File: config.mk
export PLATFORM = sky130hd
export DESIGN_NAME = b_id_ex_alu_issue
export DESIGN_NICKNAME = d
export VERILOG_FILES = /design/src/rtl/b_id_ex_alu_issue.sv
export SDC_FILE = /design/constraint.sdc
export NUM_CORES = 1
export LEC_CHECK = 0
export ABC_CLOCK_PERIOD_IN_PS = 2600
export CAP_MARGIN = 20
export CORE_AREA = 4 4 109 111
export CTS_CLUSTER_DIAMETER = 30
export CTS_CLUSTER_SIZE = 12
export DETAILED_ROUTE_END_ITERATION = 6
export DIE_AREA = 0 0 113 115
export GPL_ROUTABILITY_DRIVEN = 0
export MAX_ROUTING_LAYER = met4
export PLACE_DENSITY = 0.91
export SYNTH_ARGS = -nofsm -noshare
export SYNTH_HDL_FRONTEND = slang
export SYNTH_SLANG_ARGS = --single-unit
export TNS_END_PERCENT = 30
File: constraint.sdc
create_clock -name i_clk -period 2.6 [get_ports i_clk]
set_input_delay 0.65 -clock i_clk [delete_from_list [all_inputs] [get_ports i_clk]]
set_output_delay 0.65 -clock i_clk [all_outputs]
set_load 0.05 [all_outputs]
File: src/rtl/b_id_ex_alu_issue.sv
// ID/EX issue stage: decodes a MIPS instruction into the ALU execution interface
// and holds it in the pipeline register, with stall, flush and bubble insertion.
module b_id_ex_alu_issue (
  input  logic        i_clk,
  input  logic        i_rst,
  input  logic        i_b_idex_valid,
  input  logic        i_b_idex_stall,
  input  logic        i_b_idex_flush,
  input  logic [31:0] i_b_idex_instr,
  input  logic [31:0] i_b_idex_rs_data,
  input  logic [31:0] i_b_idex_rt_data,
  output logic        o_b_idex_valid,
  output logic [3:0]  o_b_idex_alu_ctrl,
  output logic [31:0] o_b_idex_operand_1,
  output logic [31:0] o_b_idex_operand_2,
  output logic [4:0]  o_b_idex_shamt,
  output logic [4:0]  o_b_idex_dest,
  output logic        o_b_idex_reg_write,
  output logic        o_b_idex_mem_read,
  output logic        o_b_idex_mem_write,
  output logic        o_b_idex_branch_eq,
  output logic        o_b_idex_branch_ne,
  output logic [31:0] o_b_idex_rt_data,
  output logic        o_b_idex_illegal
);

  localparam logic [3:0] ALU_ADD = 4'b0000;
  localparam logic [3:0] ALU_SLL = 4'b0001;
  localparam logic [3:0] ALU_SUB = 4'b0010;
  localparam logic [3:0] ALU_SRL = 4'b0011;
  localparam logic [3:0] ALU_AND = 4'b0100;
  localparam logic [3:0] ALU_OR  = 4'b0101;
  localparam logic [3:0] ALU_XOR = 4'b0110;
  localparam logic [3:0] ALU_NOR = 4'b0111;
  localparam logic [3:0] ALU_SLT = 4'b1010;
  localparam logic [3:0] ALU_LUI = 4'b1111;

  typedef struct packed {
    logic        valid;
    logic [3:0]  alu_ctrl;
    logic [31:0] op1;
    logic [31:0] op2;
    logic [4:0]  shamt;
    logic [4:0]  dest;
    logic        reg_write;
    logic        mem_read;
    logic        mem_write;
    logic        branch_eq;
    logic        branch_ne;
    logic [31:0] rt_data;
  } idex_t;

  localparam idex_t BUBBLE = '0;

  idex_t idex_q, idex_d, dec;
  logic  illegal_q, illegal_d;
  logic  legal;

  logic [5:0]  opcode, funct;
  logic [4:0]  rt, rd, shamt;
  logic [15:0] imm;
  logic [31:0] imm_sext, imm_zext;
  logic        unused_rs;

  assign opcode    = i_b_idex_instr[31:26];
  assign rt        = i_b_idex_instr[20:16];
  assign rd        = i_b_idex_instr[15:11];
  assign shamt     = i_b_idex_instr[10:6];
  assign funct     = i_b_idex_instr[5:0];
  assign imm       = i_b_idex_instr[15:0];
  assign imm_sext  = {{16{imm[15]}}, imm};
  assign imm_zext  = {16'h0000, imm};
  // rs only selects the register-file read, which arrives as i_b_idex_rs_data
  assign unused_rs = ^i_b_idex_instr[25:21];

  always_comb begin
    dec         = BUBBLE;
    legal       = 1'b1;
    dec.valid   = 1'b1;
    dec.op1     = i_b_idex_rs_data;
    dec.rt_data = i_b_idex_rt_data;
    dec.dest    = rt;
    dec.reg_write = 1'b1;
    case (opcode)
      6'h00: begin
        dec.op2  = i_b_idex_rt_data;
        dec.dest = rd;
        case (funct)
          6'h20, 6'h21: dec.alu_ctrl = ALU_ADD;
          6'h22, 6'h23: dec.alu_ctrl = ALU_SUB;
          6'h24:        dec.alu_ctrl = ALU_AND;
          6'h25:        dec.alu_ctrl = ALU_OR;
          6'h26:        dec.alu_ctrl = ALU_XOR;
          6'h27:        dec.alu_ctrl = ALU_NOR;
          6'h2A:        dec.alu_ctrl = ALU_SLT;
          6'h00: begin
            dec.alu_ctrl = ALU_SLL;
            dec.shamt    = shamt;
          end
          6'h02: begin
            dec.alu_ctrl = ALU_SRL;
            dec.shamt    = shamt;
          end
          default: legal = 1'b0;
        endcase
      end
      6'h08, 6'h09: begin dec.alu_ctrl = ALU_ADD; dec.op2 = imm_sext; end
      6'h0A:        begin dec.alu_ctrl = ALU_SLT; dec.op2 = imm_sext; end
      6'h0C:        begin dec.alu_ctrl = ALU_AND; dec.op2 = imm_zext; end
      6'h0D:        begin dec.alu_ctrl = ALU_OR;  dec.op2 = imm_zext; end
      6'h0E:        begin dec.alu_ctrl = ALU_XOR; dec.op2 = imm_zext; end
      6'h0F:        begin dec.alu_ctrl = ALU_LUI; dec.op2 = imm_zext; end
      6'h23: begin
        dec.alu_ctrl = ALU_ADD;
        dec.op2      = imm_sext;
        dec.mem_read = 1'b1;
      end
      6'h2B: begin
        dec.alu_ctrl  = ALU_ADD;
        dec.op2       = imm_sext;
        dec.mem_write = 1'b1;
        dec.reg_write = 1'b0;
        dec.dest      = 5'd0;
      end
      6'h04, 6'h05: begin
        dec.alu_ctrl  = ALU_SUB;
        dec.op2       = i_b_idex_rt_data;
        dec.branch_eq = (opcode == 6'h04);
        dec.branch_ne = (opcode == 6'h05);
        dec.reg_write = 1'b0;
        dec.dest      = 5'd0;
      end
      default: legal = 1'b0;
    endcase
    // writes to $0 never reach the register file
    if (dec.dest == 5'd0) dec.reg_write = 1'b0;
  end

  always_comb begin
    idex_d    = BUBBLE;
    illegal_d = 1'b0;
    if (i_b_idex_flush) begin
      idex_d = BUBBLE;
    end else if (i_b_idex_stall) begin
      idex_d = idex_q;
    end else if (i_b_idex_valid) begin
      if (legal) idex_d = dec;
      else       illegal_d = 1'b1;
    end
  end

  always_ff @(posedge i_clk) begin
    if (i_rst) begin
      idex_q    <= BUBBLE;
      illegal_q <= 1'b0;
    end else begin
      idex_q    <= idex_d;
      illegal_q <= illegal_d;
    end
  end

  assign o_b_idex_valid     = idex_q.valid;
  assign o_b_idex_alu_ctrl  = idex_q.alu_ctrl;
  assign o_b_idex_operand_1 = idex_q.op1;
  assign o_b_idex_operand_2 = idex_q.op2;
  assign o_b_idex_shamt     = idex_q.shamt;
  assign o_b_idex_dest      = idex_q.dest;
  assign o_b_idex_reg_write = idex_q.reg_write;
  assign o_b_idex_mem_read  = idex_q.mem_read;
  assign o_b_idex_mem_write = idex_q.mem_write;
  assign o_b_idex_branch_eq = idex_q.branch_eq;
  assign o_b_idex_branch_ne = idex_q.branch_ne;
  assign o_b_idex_rt_data   = idex_q.rt_data;
  assign o_b_idex_illegal   = illegal_q;

endmodule

; ---- After elaboration in Yosys (flattened, before gate mapping)
; Cells that the tools add are included.
; Widths: inputs -> output; s select.
[totals]
reg_bits = 117
input_bits = 101
output_inout_bits = 117
elab_cells = 65
[op_classes]
eq_ne = 21
mux = 16
bitwise = 1
reduce_logical = 14
[op_table]
columns = cell, count
row1 = $mux 116, 2
row2 = $pmux 32 s3, 1
row3 = $eq 6x6->1 const B, 11
row4 = $eq 6x4->1 const B, 7
row5 = $pmux 4 s8, 1
row6 = $pmux 4 s7, 1
row7 = $reduce_or 11->1, 2
row8 = $eq 6x3->1 const B, 2
row9 = $logic_not 6->1, 2
row10 = $mux 5, 2
row11 = $pmux 5 s2, 1
row12 = $reduce_or 2->1, 4
row13 = $reduce_or 4->1, 2
row14 = $eq 6x2->1 const B, 1
row15 = $mux 1, 6
row16 = $reduce_or 3->1, 2
row17 = $logic_not 5->1, 1
row18 = $reduce_or 5->1, 1
row19 = $mux 2, 1
row20 = $pmux 1 s2, 1
row21 = $not 1->1, 1

; ---- Depth between registers and ports, before layout
; Gate-level depths: netlist of run 1.
[logic_depth]
word_depth = 7
ltp_mapped = 9
depth_no_buf = 5

; ---- Worst setup path after synthesis of run 1
; No wires, ideal clock.
[synth_path]
path_kind = input -> register
startpoint = input port i_b_idex_instr[27]
endpoint = register idex_q (netlist bit o_b_idex_shamt[0])
setup_time_ns = 0.062
arrival_ns = 2.126
required_time_ns = 2.538
path_slack_ns = 0.412
path_stages = 5
n_path_buf = 1
cell_sequence = buf_2 or4_4 or3_4 nor4_4 a32o_1
[synth_via]
elab_chain_len = 5
word_cells_on_any_way = 17
classes_between = eq/ne (11) / mux (4) / reduce/logical (2)
[synth_rtl]
columns = item, line_no
row1 = "start, declared", 9  ; input logic [31:0] i_b_idex_instr,
row2 = $eq 6x3->1 (tied with other cells), 84  ; case (opcode)
row3 = $reduce_or 11->1 (no source line), -
row4 = $pmux 1 s2, 84
row5 = $mux 116 *, 147  ; if (legal) idex_d = dec;
row6 = $mux 116 *, 146  ; end else if (i_b_idex_valid) begin
row7 = "end signal, assigned", 157  ; idex_q <= idex_d;
row8 = "end, declared", 55  ; idex_t idex_q, idex_d, dec;
; Mark *: on every way between the ends. The rest lies on a longest branch, timed or not.
; A chain may end at the register's enable or synchronous reset.

; ---- Final worst setup path of run 1
[layout_path]
startpoint = register idex_q (netlist bit o_b_idex_operand_2[3])
endpoint = output port o_b_idex_operand_2[3]
[layout_lines]
columns = item, line_no
row1 = "end, declared", 15  ; output logic [31:0] o_b_idex_operand_2,
; No word-level cell between the ends.

==> results of run 1 <==
[synthesized netlist by cell type (3+ instances only)]
| library cell | count |
|---|---|
| nand2b_1 | 4 |
| nor2_1 | 13 |
| a32o_1 | 5 |
| nor3_1 | 6 |
| nor2b_1 | 3 |
| a22oi_1 | 23 |
| a21oi_1 | 25 |
| dfxtp_1 | 117 |
| clkbuf_1 | 21 |
| buf_2 | 7 |
| buf_4 | 5 |
| nand2_1 | 49 |
| inv_1 | 3 |
| o21ai_0 | 43 |
| a22o_1 | 64 |
[cell usage in the layout (no fill, tap or decap), types with 4 or more instances in the layout]
cell type and count:
clkdlybuf4s50_1 212, dfxtp_1 117, a22o_1 64, nand2_1 49
o21ai_0 43, buf_4 32, a21oi_1 25, a22oi_1 23
clkbuf_16 16, nor2_1 11, nor3_1 6, a32o_1 5
clkinvlp_4 5, nand2b_1 4, clkbuf_8 4
[report_power, final]
| group | internal [mW] | switching, mW | leakage (nW) |
|---|---|---|---|
| combinational | 0.202 | 0.163 | 1.42 |
| clock | 1.54 | 0.823 | 0.282 |
| sequential | 1.80 | 0.00420 | 0.942 |
| total | 3.54 | 0.990 | 2.65 |
[layout make-up]
type	count	area, um^2
clock inverters	11	150
inverters	3	11.3
multi-input cells	267	1730
repair buffers	247	2420
fillers	797	3500
clock buffers	21	459
flip-flops and latches	117	2340
well taps	140	175
[metrics by stage]
step	setup TNS, ns	hold WS, ns	std cells
after detailed placement	-6.01	0.446	774
after global routing	0	0.482	806
final	0	0.457	806
after CTS	0	0.459	806
after global placement	-0.917	0.436	774
after floorplan	0	0.665	423
[cell families after synthesis]
logic type	share of synthesized area [%]
AOI/OAI and AO/OA	28.6
xor gates and xnor gates	0.205
buffers and inverters	4.90
adders and majority gates	0.235
DFF	54.9
muxes	0.235
and+or+nand+nor	10.9
[state kept, by name, summed over array words and instances (netlist names)]
register,flops
o_b_idex_shamt,5
o_b_idex_mem_read,1
o_b_idex_rt_data,32
o_b_idex_mem_write,1
o_b_idex_branch_eq,1
o_b_idex_reg_write,1
o_b_idex_operand_1,32
o_b_idex_illegal,1
o_b_idex_valid,1
o_b_idex_operand_2,32
o_b_idex_branch_ne,1
o_b_idex_alu_ctrl,4
o_b_idex_dest,5
[metal layers]
metal | routed length [um] | up-vias | share of wire [%]
met5 | 0 | - | 0
met4 | 461 | 0 | 3.2
met3 | 1190 | 36 | 8.3
met2 | 7120 | 226 | 49
met1 | 5640 | 1994 | 39
li1 | - | 2029 | -
[final timing paths]
| path | cells after the start | start | to | slack [ns] |
|---|---|---|---|---|
| worst max-delay path | 1 | o_b_idex_operand_2[3] | o_b_idex_operand_2[3] | 0.25 |
| worst min-delay path | 2 | o_b_idex_operand_2[20] | o_b_idex_operand_2[20] | 0.46 |
| worst max register to register | 2 | o_b_idex_mem_write | o_b_idex_mem_write | 1.94 |
| worst min register to register | 2 | o_b_idex_operand_2[20] | o_b_idex_operand_2[20] | 0.46 |
==> run_results.csv, run 1 <==
group,metric,value,unit
setup_path,crit_fanout,2,
setup_path,critPathLaunchType,"register",
setup_path,cp_slowest_cell,"clkdlybuf4s50_1",
setup_path,crit_path_end_kind,"primary output",
setup_path,slowest_delay,0.85,ns
setup_path,crit_family,"buffers and inverters",
synthesis,synth_enable_flop_cells,0,
clocking,cts_buffers,17,
status,outcome,"complete, no violations",
global_route,met3_usage,7.26,%
timing,rsz0062_at_grt,"no",
synthesis,synth.distinct_cells,44,
timing,skew,0,ns
final_layout,drive_gt1_share,11.6,%
clocking,cts_resized,0,
synthesis,ys.flop_type,"dfxtp_1",
route,drt_iter0_markers,288,
place,place_worst_setup_slack,-0.130,ns
timing,fin_ws,0.255,ns
timing,fin_crit,2.35,ns
clocking,postCtsSetupBuffers,0,
route,route.detailed.drc,0,
final_layout,area.growth.synth_to_final,70.9,%
synthesis,synth-async-reset-ratio,0,%
global_route,grt_pass1_wl,22700,um
synthesis,synthCells,423,
timing,setup_viol,0,
setup_path,critical_path_arrival,1.70,ns
clocking,postCtsHoldBufs,0,
pwr,p_per_area,621,nW/um^2
final_layout,fin_nets,754,
die,dieWidth,113,um
clocking,h-tree-depth,4,
die,row_count,38,
route,first_pass_iters,5,
clocking,path_clk_slew,0.05,ns
setup_path,worstPathRequired,1.95,ns
die,chipHeight,115,um
global_route,overflow,0,
route,avgRoutedWirePerCell,17.9,um
worst_hold_path,hp-class,"register to register",
die,die-area,13000,um^2
clocking,clk_path_buf_depth,2,
synthesis,synth_top_area_share,54.9,%
route,postRouteAntennaNets,0,
global_route,grt_max_degree,73,
synthesis,syn_nets,524,
final_layout,fin_util,67.5,%
clocking,clk_latency,0.50,ns
synthesis,ys_warn_count,0,
clocking,clock-sinks,117,
route,via_per_inst,5.32,
timing,slew_viol_final,0,
timing,fin_crit_sh,90.2,%
die,start_util,39.5,%
timing,fmax,0.426,GHz
synthesis,netlist_area,4260,um^2
pwr,ir_worst_vdd,570,uV
timing,tightest_slew,0.576,ns
final_layout,stdcell_area,7290,um^2
pwr,total_power,4.53,mW
place,dpl_cell_area,6680,um^2
synthesis,synth_area_per_cell,10.1,um^2
place,placement.io_buffers,212,
timing,hold_viol_final,0,
route,drt-total-wl,14400,um
job,drv_cap,0,
synthesis,yosys_register_bits,117,
synthesis,yosysSeqAreaShare,54.9,%
clocking,cts_root_buffer,"clkbuf_8",
setup_path,worstSetupPathType,"register to primary output",
route,vias,4285,
global_route,met1_usage,25.6,%
timing,slew_headroom,61.5,%
global_route,grtUsageMet2,36.6,%
pwr,leakage,2.65,nW
clocking,cts_tree,"yes",
synthesis,synth.top_cells.by_area,"dfxtp_1 55%, a22o_1 13%, o21ai_0 5.0%, nand2_1 4.3%, a22oi_1 4.0%",
die,num_io_pins,218,
global_route,grt_pass1_vias,4459,
synthesis,yosysTopAreaCell,"dfxtp_1",
die,core_region_area,10800,um^2
setup_path,cp_num_buf_inv,1,
global_route,top_usage_layer,"met2",
place,hpwl,10500,um
global_route,grt_usage,22.8,%
global_route,antenna_found_initial,0,
setup_path,path_cells,"clkdlybuf4s50_1",
final_layout,antenna_cells,0,
Power figures use the tool's default switching activity.
==> run 2: changes to the inputs <==
--- a/config.mk
+++ b/config.mk
@@ -6,7 +6,7 @@
 export NUM_CORES = 1
 export LEC_CHECK = 0
 export ABC_CLOCK_PERIOD_IN_PS = 2600
-export CAP_MARGIN = 20
+export CAP_MARGIN = 10
 export CORE_AREA = 4 4 109 111
 export CTS_CLUSTER_DIAMETER = 30
 export CTS_CLUSTER_SIZE = 12
==> results of run 2 <==
Same layout as run 1: the final DEF is identical, and so are final timing and power.
